$ cat src/rtl/ps2_jump_decoder_if.sv
// PS/2 keyboard lines and decoded key/scan outputs of the jump-key decoder.
// The master side drives the PS/2 lines; the slave side is the decoder.
interface ps2_jump_decoder_if;
  logic       ps2_clk;
  logic       ps2_data;
  logic       jump_key;
  logic [7:0] scan_code;
  logic       scan_valid;
  logic       frame_err;

  modport master (
    output ps2_clk,
    output ps2_data,
    input  jump_key,
    input  scan_code,
    input  scan_valid,
    input  frame_err
  );

  modport slave (
    input  ps2_clk,
    input  ps2_data,
    output jump_key,
    output scan_code,
    output scan_valid,
    output frame_err
  );
endinterface

$ cat src/rtl/ps2_jump_decoder.sv
// PS/2 set-2 receiver: frames bytes off ps2_clk falling edges and tracks the held state of JUMP_CODE.
// Optional PS2_CLK_FILTER_EN: 8-cycle deglitch on ps2_clk, adds 8 sysclk to scan_valid latency.
module ps2_jump_decoder #(
  parameter logic [7:0] JUMP_CODE      = 8'h29,
  parameter int         TIMEOUT_CYCLES = 100000
) (
  input logic               sysclk,
  input logic               reset,
  ps2_jump_decoder_if.slave bus
);

  localparam int            TW      = $clog2(TIMEOUT_CYCLES + 1);
  localparam logic [TW-1:0] TO_LAST = TW'(TIMEOUT_CYCLES - 1);
  localparam logic [7:0]    EXT_PFX = 8'hE0;
  localparam logic [7:0]    BRK_PFX = 8'hF0;

  typedef enum logic [1:0] {IDLE, DATA, PARITY, STOP} state_t;

  state_t        r_state;
  state_t        w_state_nxt;
  logic          r_clk_s1, r_clk_s2, r_dat_s1, r_dat_s2;
  logic          r_clk_prev;
  logic          w_clk_f;
  logic          w_fall;
  logic          w_timeout;
  logic          w_shift_en;
  logic          w_ok;
  logic          w_err;
  logic [2:0]    r_bit_cnt;
  logic [7:0]    r_shift;
  logic          r_par;
  logic [TW-1:0] r_to_cnt;
  logic          r_ext_pending;
  logic          r_brk_pending;
  logic          r_jump_key;
  logic [7:0]    r_scan_code;
  logic          r_scan_valid;
  logic          r_frame_err;

  always_ff @(posedge sysclk) begin
    if (reset) begin
      r_clk_s1 <= 1'b1;
      r_clk_s2 <= 1'b1;
      r_dat_s1 <= 1'b1;
      r_dat_s2 <= 1'b1;
    end else begin
      r_clk_s1 <= bus.ps2_clk;
      r_clk_s2 <= r_clk_s1;
      r_dat_s1 <= bus.ps2_data;
      r_dat_s2 <= r_dat_s1;
    end
  end

`ifdef PS2_CLK_FILTER_EN
  logic       r_clk_filt;
  logic [2:0] r_filt_cnt;

  // Level follows the synchronized clock only after 8 consecutive differing samples.
  always_ff @(posedge sysclk) begin
    if (reset) begin
      r_clk_filt <= 1'b1;
      r_filt_cnt <= 3'd0;
    end else if (r_clk_s2 != r_clk_filt) begin
      if (r_filt_cnt == 3'd7) begin
        r_clk_filt <= r_clk_s2;
        r_filt_cnt <= 3'd0;
      end else begin
        r_filt_cnt <= r_filt_cnt + 3'd1;
      end
    end else begin
      r_filt_cnt <= 3'd0;
    end
  end

  assign w_clk_f = r_clk_filt;
`else
  assign w_clk_f = r_clk_s2;
`endif

  assign w_fall    = r_clk_prev & ~w_clk_f;
  assign w_timeout = (r_state != IDLE) && (r_to_cnt == TO_LAST);

  always_ff @(posedge sysclk) begin
    if (reset) begin
      r_state    <= IDLE;
      r_clk_prev <= 1'b1;
    end else begin
      r_state    <= w_state_nxt;
      r_clk_prev <= w_clk_f;
    end
  end

  always_comb begin
    w_state_nxt = r_state;
    w_shift_en  = 1'b0;
    w_ok        = 1'b0;
    w_err       = 1'b0;
    if (w_fall) begin
      case (r_state)
        IDLE: begin
          if (!r_dat_s2) w_state_nxt = DATA;
          else           w_err       = 1'b1;
        end
        DATA: begin
          w_shift_en = 1'b1;
          if (r_bit_cnt == 3'd7) w_state_nxt = PARITY;
        end
        PARITY: w_state_nxt = STOP;
        STOP: begin
          w_state_nxt = IDLE;
          // Odd parity: data bits plus parity bit must XOR to 1.
          if (r_dat_s2 && (^{r_shift, r_par})) w_ok  = 1'b1;
          else                                  w_err = 1'b1;
        end
        default: w_state_nxt = IDLE;
      endcase
    end else if (w_timeout) begin
      w_state_nxt = IDLE;
      w_err       = 1'b1;
    end
  end

  always_ff @(posedge sysclk) begin
    if (reset) begin
      r_bit_cnt     <= 3'd0;
      r_shift       <= 8'h00;
      r_par         <= 1'b0;
      r_to_cnt      <= '0;
      r_ext_pending <= 1'b0;
      r_brk_pending <= 1'b0;
      r_jump_key    <= 1'b0;
      r_scan_code   <= 8'h00;
      r_scan_valid  <= 1'b0;
      r_frame_err   <= 1'b0;
    end else begin
      r_scan_valid <= w_ok;
      r_frame_err  <= w_err;

      if (r_state == IDLE)  r_bit_cnt <= 3'd0;
      else if (w_shift_en)  r_bit_cnt <= r_bit_cnt + 3'd1;

      if (w_shift_en) r_shift <= {r_dat_s2, r_shift[7:1]};
      if (w_fall && r_state == PARITY) r_par <= r_dat_s2;

      if (r_state == IDLE || w_fall || w_timeout) r_to_cnt <= '0;
      else                                        r_to_cnt <= r_to_cnt + 1'b1;

      if (w_ok) begin
        r_scan_code <= r_shift;
        if (r_shift == EXT_PFX) begin
          r_ext_pending <= 1'b1;
        end else if (r_shift == BRK_PFX) begin
          r_brk_pending <= 1'b1;
        end else begin
          if (r_shift == JUMP_CODE && !r_ext_pending) r_jump_key <= ~r_brk_pending;
          r_ext_pending <= 1'b0;
          r_brk_pending <= 1'b0;
        end
      end else if (w_err) begin
        r_ext_pending <= 1'b0;
        r_brk_pending <= 1'b0;
      end
    end
  end

  assign bus.jump_key   = r_jump_key;
  assign bus.scan_code  = r_scan_code;
  assign bus.scan_valid = r_scan_valid;
  assign bus.frame_err  = r_frame_err;

endmodule

$ cat src/flat_wrapper.sv
// flat-port wrapper written by rule: the top's interface ports become plain ports
module ps2_jump_decoder_flat 
#(
  parameter logic [7:0] JUMP_CODE      = 8'h29,
  parameter int         TIMEOUT_CYCLES = 100000
)
  (sysclk, reset, bus_ps2_clk, bus_ps2_data, bus_jump_key, bus_scan_code, bus_scan_valid, bus_frame_err);
  ps2_jump_decoder_if bus_i ();
  input logic sysclk;
  input logic reset;
  input wire logic [$bits(bus_i.ps2_clk)-1:0] bus_ps2_clk;
  input wire logic [$bits(bus_i.ps2_data)-1:0] bus_ps2_data;
  output wire logic [$bits(bus_i.jump_key)-1:0] bus_jump_key;
  output wire logic [$bits(bus_i.scan_code)-1:0] bus_scan_code;
  output wire logic [$bits(bus_i.scan_valid)-1:0] bus_scan_valid;
  output wire logic [$bits(bus_i.frame_err)-1:0] bus_frame_err;
  assign bus_i.ps2_clk = bus_ps2_clk;
  assign bus_i.ps2_data = bus_ps2_data;
  assign bus_jump_key = bus_i.jump_key;
  assign bus_scan_code = bus_i.scan_code;
  assign bus_scan_valid = bus_i.scan_valid;
  assign bus_frame_err = bus_i.frame_err;
  ps2_jump_decoder #(.JUMP_CODE(JUMP_CODE), .TIMEOUT_CYCLES(TIMEOUT_CYCLES)) u_core (.sysclk(sysclk), .reset(reset), .bus(bus_i));
endmodule
$ cat config.mk
export PLATFORM = sky130hd
export DESIGN_NAME = ps2_jump_decoder_flat
export DESIGN_NICKNAME = d
export VERILOG_FILES = /design/src/rtl/ps2_jump_decoder_if.sv /design/src/rtl/ps2_jump_decoder.sv /design/src/flat_wrapper.sv
export SDC_FILE = /design/constraint.sdc
export NUM_CORES = 1
export LEC_CHECK = 0
export ABC_CLOCK_PERIOD_IN_PS = 2360
export CAP_MARGIN = 0
export CELL_PAD_IN_SITES_DETAIL_PLACEMENT = 2
export CELL_PAD_IN_SITES_GLOBAL_PLACEMENT = 2
export CORE_ASPECT_RATIO = 1.1
export CORE_MARGIN = 4
export CORE_UTILIZATION = 37
export DETAILED_ROUTE_END_ITERATION = 7
export GPL_TIMING_DRIVEN = 0
export HOLD_SLACK_MARGIN = 0.1
export PLACE_DENSITY = 0.79
export SLEW_MARGIN = 10
export SYNTH_ARGS = -nofsm -noshare
export SYNTH_HDL_FRONTEND = slang
export SYNTH_SLANG_ARGS = --single-unit
$ cat constraint.sdc
create_clock -name sysclk -period 2.36 [get_ports sysclk]
set_clock_uncertainty 0.15 [all_clocks]
set_input_delay 0.472 -clock sysclk [delete_from_list [all_inputs] [get_ports sysclk]]
set_output_delay 0.472 -clock sysclk [all_outputs]
set_load 0.01 [all_outputs]
== Word-level counts from Yosys, hierarchy flattened ==
Index checks and enable logic that the tools add are counted.
Operators by class
  add/subtract/negate cells: 2
  multiply operators: 0
  div/mod/pow operators: 0
  magnitude comparators: 0
  eq/ne operators: 12
  shift operators: 0
  multiplexer cells: 22
  bitwise operators: 5
  reduce and logical (&&, ||, !) cells: 18
Operators with widths (count)
  17-bit by 1-bit adder with 17-bit output, second input constant: 1
  17-bit equality test, second input constant: 1
  8-bit equality test, second input constant: 2
  1-bit 2-to-1 mux: 16
  3-bit != test, second input constant: 3
  9-bit XOR reduction: 1
  8-bit by 6-bit equality test with 1-bit output, second input constant: 1
  2-bit 2-to-1 mux: 4
  2-bit case mux with 4 select lines: 1
  2-bit nonzero test: 3
  2-bit equality test, second input constant: 2
  1-bit logical AND: 4
  1-bit inverter: 4
  2-bit AND reduction: 2
  4-bit AND reduction: 1
  2-bit OR reduction: 2
  3-bit by 1-bit adder with 3-bit output, second input constant: 1
  3-bit equality test, second input constant: 1
  3-bit AND reduction: 1
  2-bit by 1-bit equality test with 1-bit output, second input constant: 1
  2-bit logical NOT: 1
  1-bit logical OR: 2
  2-bit != test, second input constant: 1
  1-bit case mux with 2 select lines: 1
  2 further kinds: 2
Word-level totals
  register bits after elaboration: 49
  bits in latches: 0
  memory bits (writable): 0
  bits in read-only memories: 0
  input port bits: 4
  output and inout bits: 11
  logic and storage cells: 75
  memories kept: 0

== Depth between registers and ports, before layout ==
Gate-level depths: netlist of the first run.
  word-level depth: 7
  depth in mapped cells: 9
  depth with buffers taken out: 7

== Least setup slack after synthesis of the first run ==
OpenSTA, ideal clock, no wires.
  kind: flip-flop to flip-flop
  start point: register u_core.r_state[0]
  end point: register u_core.r_to_cnt[11]
  setup time: 117 ps
  arrival time: 1858 ps
  required time: 2093 ps
  slack: 235 ps
  cell stages (with the launch flop): 10
  buffers on the path: 3
  period minus slack after synthesis: 2125 ps
  cell sequence: dfxtp_1 > inv_1 > ha_1 > clkbuf_1 > nor4bb_1 > and4b_1 > a2111o_1 > clkbuf_1 > buf_2 > nor2_1
Between the ends
  longest elaborated chain between the ends: 4
  elaborated cells on any way between the ends: 6
  classes of those cells: reduce/logical (6)
RTL lines
  start, declared: line ps2_jump_decoder.sv:19  | state_t r_state;
  start signal, assigned: line ps2_jump_decoder.sv:88  | r_state <= w_state_nxt;
  2-bit logical NOT or 2-bit nonzero test (tied branches): line ps2_jump_decoder.sv:145, ps2_jump_decoder.sv:81
  1-bit logical OR or 1-bit logical AND (tied branches): line ps2_jump_decoder.sv:145, ps2_jump_decoder.sv:81
  1-bit logical OR *: line ps2_jump_decoder.sv:145  | if (r_state == IDLE || w_fall || w_timeout) r_to_cnt <= '0;
  2-bit OR reduction (no line) *
  end signal, assigned: line ps2_jump_decoder.sv:146  | else r_to_cnt <= r_to_cnt + 1'b1;
  end, declared: line ps2_jump_decoder.sv:32  | logic [TW-1:0] r_to_cnt;
Mark *: on every way between the ends. The rest lies on a longest branch, timed or not.
A chain may end at the register's enable or synchronous reset.

== Worst setup path after layout of the first run ==
  start point: register u_core.r_shift[2]
  end point: register u_core.r_jump_key (netlist: u_core.bus.jump_key)
Between the ends
  longest elaborated chain between the ends: 6
  elaborated cells on any way between the ends: 12
  classes of those cells: eq/ne (3); mux (3); bitwise (2); reduce/logical (4)
RTL lines
  start, declared: line ps2_jump_decoder.sv:30  | logic [7:0] r_shift;
  start signal, assigned: line ps2_jump_decoder.sv:142  | if (w_shift_en) r_shift <= {r_dat_s2, r_shift[7:1]};
  9-bit XOR reduction: line ps2_jump_decoder.sv:112  | if (r_dat_s2 && (^{r_shift, r_par})) w_ok = 1'b1;
  1-bit logical AND: line ps2_jump_decoder.sv:112
  1-bit 2-to-1 mux: line ps2_jump_decoder.sv:112
  1-bit 2-to-1 mux: line ps2_jump_decoder.sv:99  | case (r_state)
  1-bit 2-to-1 mux: line ps2_jump_decoder.sv:98  | if (w_fall) begin
  4-bit AND reduction (no line) *
  end signal, assigned: line ps2_jump_decoder.sv:155  | if (r_shift == JUMP_CODE && !r_ext_pending) r_jump_key <= ~r_brk_pending;
  end, declared: line ps2_jump_decoder.sv:35  | logic r_jump_key;
Marked as above.

==> results.yml, run 1 <==
hold_path:
  hold_depth: 1
  hp-class: "reg2reg"
sta:
  max_slew.worst_pin.slew_ns: 0.527
  min_period_ns: 2.18
  maxSlewHeadroom_pct: 64.8
  fin_crit_sh_pct: 92.5
  max_freq_mhz: 458
  finalWorstSetupSlack_ns: 0.176
  drv_slew: 0
  finalSetupViolCount: 0
  hold_viol: 0
  rsz0062_at_grt: "false"
synthesis:
  yosysWarnings: 0
  synthCells: 239
  ys_top_cells_by_area: "dfxtp_1 44%, nor2_1 5.4%, ha_1 4.5%"
  yosysMostFrequentCell: "dfxtp_1"
  synth_area_leader_cell: "dfxtp_1"
  synth_cell_types: 41
  syn_avg_cell_area_um2: 9.32
  yosys-top-cells-count: "49 x dfxtp_1, 32 x nor2_1, 19 x nand2_1"
  synth-edff-count: 0
  ys_ff_latch: 49
  ys_async_sr_fraction_pct: 0
  synth.top_cell.area_share_pct: 44.0
  synth_fp_nets: 251
  syn-cell-area_um2: 2230
  ys_seq_area_share_pct: 44.0
  synthFlopType: "dfxtp_1"
floorplanning:
  start_util_pct: 38.4
  num_rows: 29
  dieArea_um2: 7330
  die_y_um: 89.4
  pin_count: 15
  die_x_um: 82.0
  fp.coreArea_um2: 5810
final_layout:
  layout-drive-gt1-share_pct: 10.0
  final_cells: 336
  final_nets: 271
  area_growth_pct: 14.6
  diodes: 0
pwr:
  p_leak_nw: 0.938
  ir_drop_mv: 0.311
  p_sw_mw: 0.293
  pwr-share-comb_pct: 2.7
  clockPowerShare_pct: 36.5
  pwr-share-seq_pct: 60.8
  p_int_mw: 1.08
  swShare_pct: 21.4
  powerDensity_nw_per_um2: 537
outcome:
  status: "finished, final reports clean"
drt:
  drt_iter0_markers: 36
  final_antenna_net_count: 0
  via_count: 1705
  drc: 0
  first_pass_iters: 2
  drt_wl_total_um: 5250
  viasPerCell: 5.07
  routedWlPerCell_um: 15.6
clock_network:
  clock_path_buffers: 2
  cts_hold_buf: 0
  path_clk_slew_ns: 0.08
  cts_root_buf: "clkbuf_8"
  numCtsBuffers: 5
  cts-htree-levels: 2
  cts.sinks: 49
  cts_tree: "done"
  clk_latency_ns: 0.30
global_routing:
  grt_util_all_layers_pct: 15.9
  antenna_found_initial: 0
  grt_pass1_vias: 1795
  grt.overflow.total: 0
  grt_pass1_wl_um: 8850
  grt_max_degree: 14
critical_path:
  required_ns: 2.44
  r2r-start: "u_core.r_shift[2]"
  startpoint: "u_core.r_shift[2]"
  rrSetupSlack_ns: 0.18
  worst-path-max-fanout: 5
  rr_worst_depth: 5
  endpoint: "u_core.bus.jump_key"
  cp.arrival_ns: 2.27
  r2r_end: "u_core.bus.jump_key"
  cp-end-kind: "register"
  critical_path_class: "reg2reg"
  startpoint_type: "register"
placement:
  dp.cells: 330
  dpl_worst_slack_ns: -0.217
  gp_congestion: 0.726
  hpwl_um: 3880
  port_buffers: 14
job:
  maxCapViolations: 0
## what timing repair did
item                       4_1_cts  5_1_grt
gates cloned                     0        0
pin swaps                        1        1
setup endpoints to repair       12        3
gates resized for setup          0        1
setup buffers                    1        0
## cells by family after synthesis
group | Yosys count | share of synthesized area [%]
mux | 11 | 5.11
xor+xnor | 22 | 9.99
compound gates | 26 | 7.58
fa+ha+maj | 8 | 4.49
flops | 49 | 44.0
simple gates | 104 | 23.9
buf+inv | 19 | 4.88
## registers in the layout, summed over array words and instances (netlist names), 2 cells and up
register / count
u_core.r_to_cnt: 17
u_core.bus.scan_code: 8
u_core.r_shift: 8
u_core.r_bit_cnt: 3
u_core.r_state: 2
## metal layers
| layer | part of all wire, % | global-route usage (%) | up-vias |
|---|---|---|---|
| met5 | 0 | 0 | - |
| met4 | 1.4 | 5.44 | 0 |
| met3 | 2.3 | 3.33 | 7 |
| met2 | 54 | 29.7 | 17 |
| met1 | 42 | 17.6 | 824 |
| li1 | - | - | 857 |
## cell type report
cell class,instances,area (um^2)
plain buffers,9,71.3
clock buffers,7,86.3
fillers,651,3250
inverters,8,30.0
multi-input cells,171,1140
flip-flops and latches,49,981
well taps,77,96.3
repair buffers,15,148
## per-stage QoR
step	total power, mW	setup TNS [ns]	utilization, %	hold WS, ns	area (um^2)
2_1_floorplan	0.875	0	-	0.239	2230
3_3_place_gp	0.890	-1.39	42.5	0.241	2460
3_5_place_dp	0.891	-2.09	42.5	0.247	2460
4_1_cts	1.40	0	43.9	0.268	2550
5_1_grt	1.44	0	44.0	0.285	2550
6_report	1.37	0	44.0	0.265	2550
## cells in the final DEF (no fill, tap or decap), drive strengths merged, types with 2 or more instances in the layout
cell / n
a21oi: 13
and3: 7
and4: 2
buf: 3
clkbuf: 13
clkdlybuf4s50: 14
dfxtp: 49
ha: 8
inv: 8
mux2i: 11
nand2: 19
nand2b: 2
nand3: 14
nand4: 3
nor2: 32
nor3: 7
nor4: 3
nor4b: 2
o2111ai: 2
o21ai: 6
or2: 5
xnor2: 10
xnor3: 2
xor2: 10
## worst min-delay path by stage
stage | startpoint | to
final | u_core.r_dat_s1 | u_core.r_dat_s2
after detailed placement | u_core.r_dat_s1 | u_core.r_dat_s2
after floorplan | u_core.r_clk_s1 | u_core.r_clk_s2
after global placement | u_core.r_clk_s1 | u_core.r_clk_s2
after CTS | u_core.r_dat_s1 | u_core.r_dat_s2
after global routing | u_core.r_clk_s1 | u_core.r_clk_s2
## power by group through the flow
| stage | registers, mW | clock network [mW] | logic (mW) |
|---|---|---|---|
| 2_1_floorplan | 0.852 | 0 | 0.0224 |
| 3_3_place_gp | 0.853 | 0 | 0.0373 |
| 3_5_place_dp | 0.853 | 0 | 0.0380 |
| 4_1_cts | 0.833 | 0.526 | 0.0386 |
| 5_1_grt | 0.834 | 0.559 | 0.0421 |
| 6_report | 0.833 | 0.500 | 0.0371 |
## critical path, cell delays in order (launching register included)
cell	delay, ns
dfxtp_1	0.43
xor2_1	0.19
xnor3_2	0.50
mux2i_2	0.20
or4_1	0.52
a21oi_1	0.14
Note: power is estimated with default switching activity, not from simulation.
==> run 2, diff against run 1 <==
- CTS_CLUSTER_DIAMETER: default -> 40
==> results of run 2 <==
The final DEF is identical to that of run 1; final timing and power are the same.
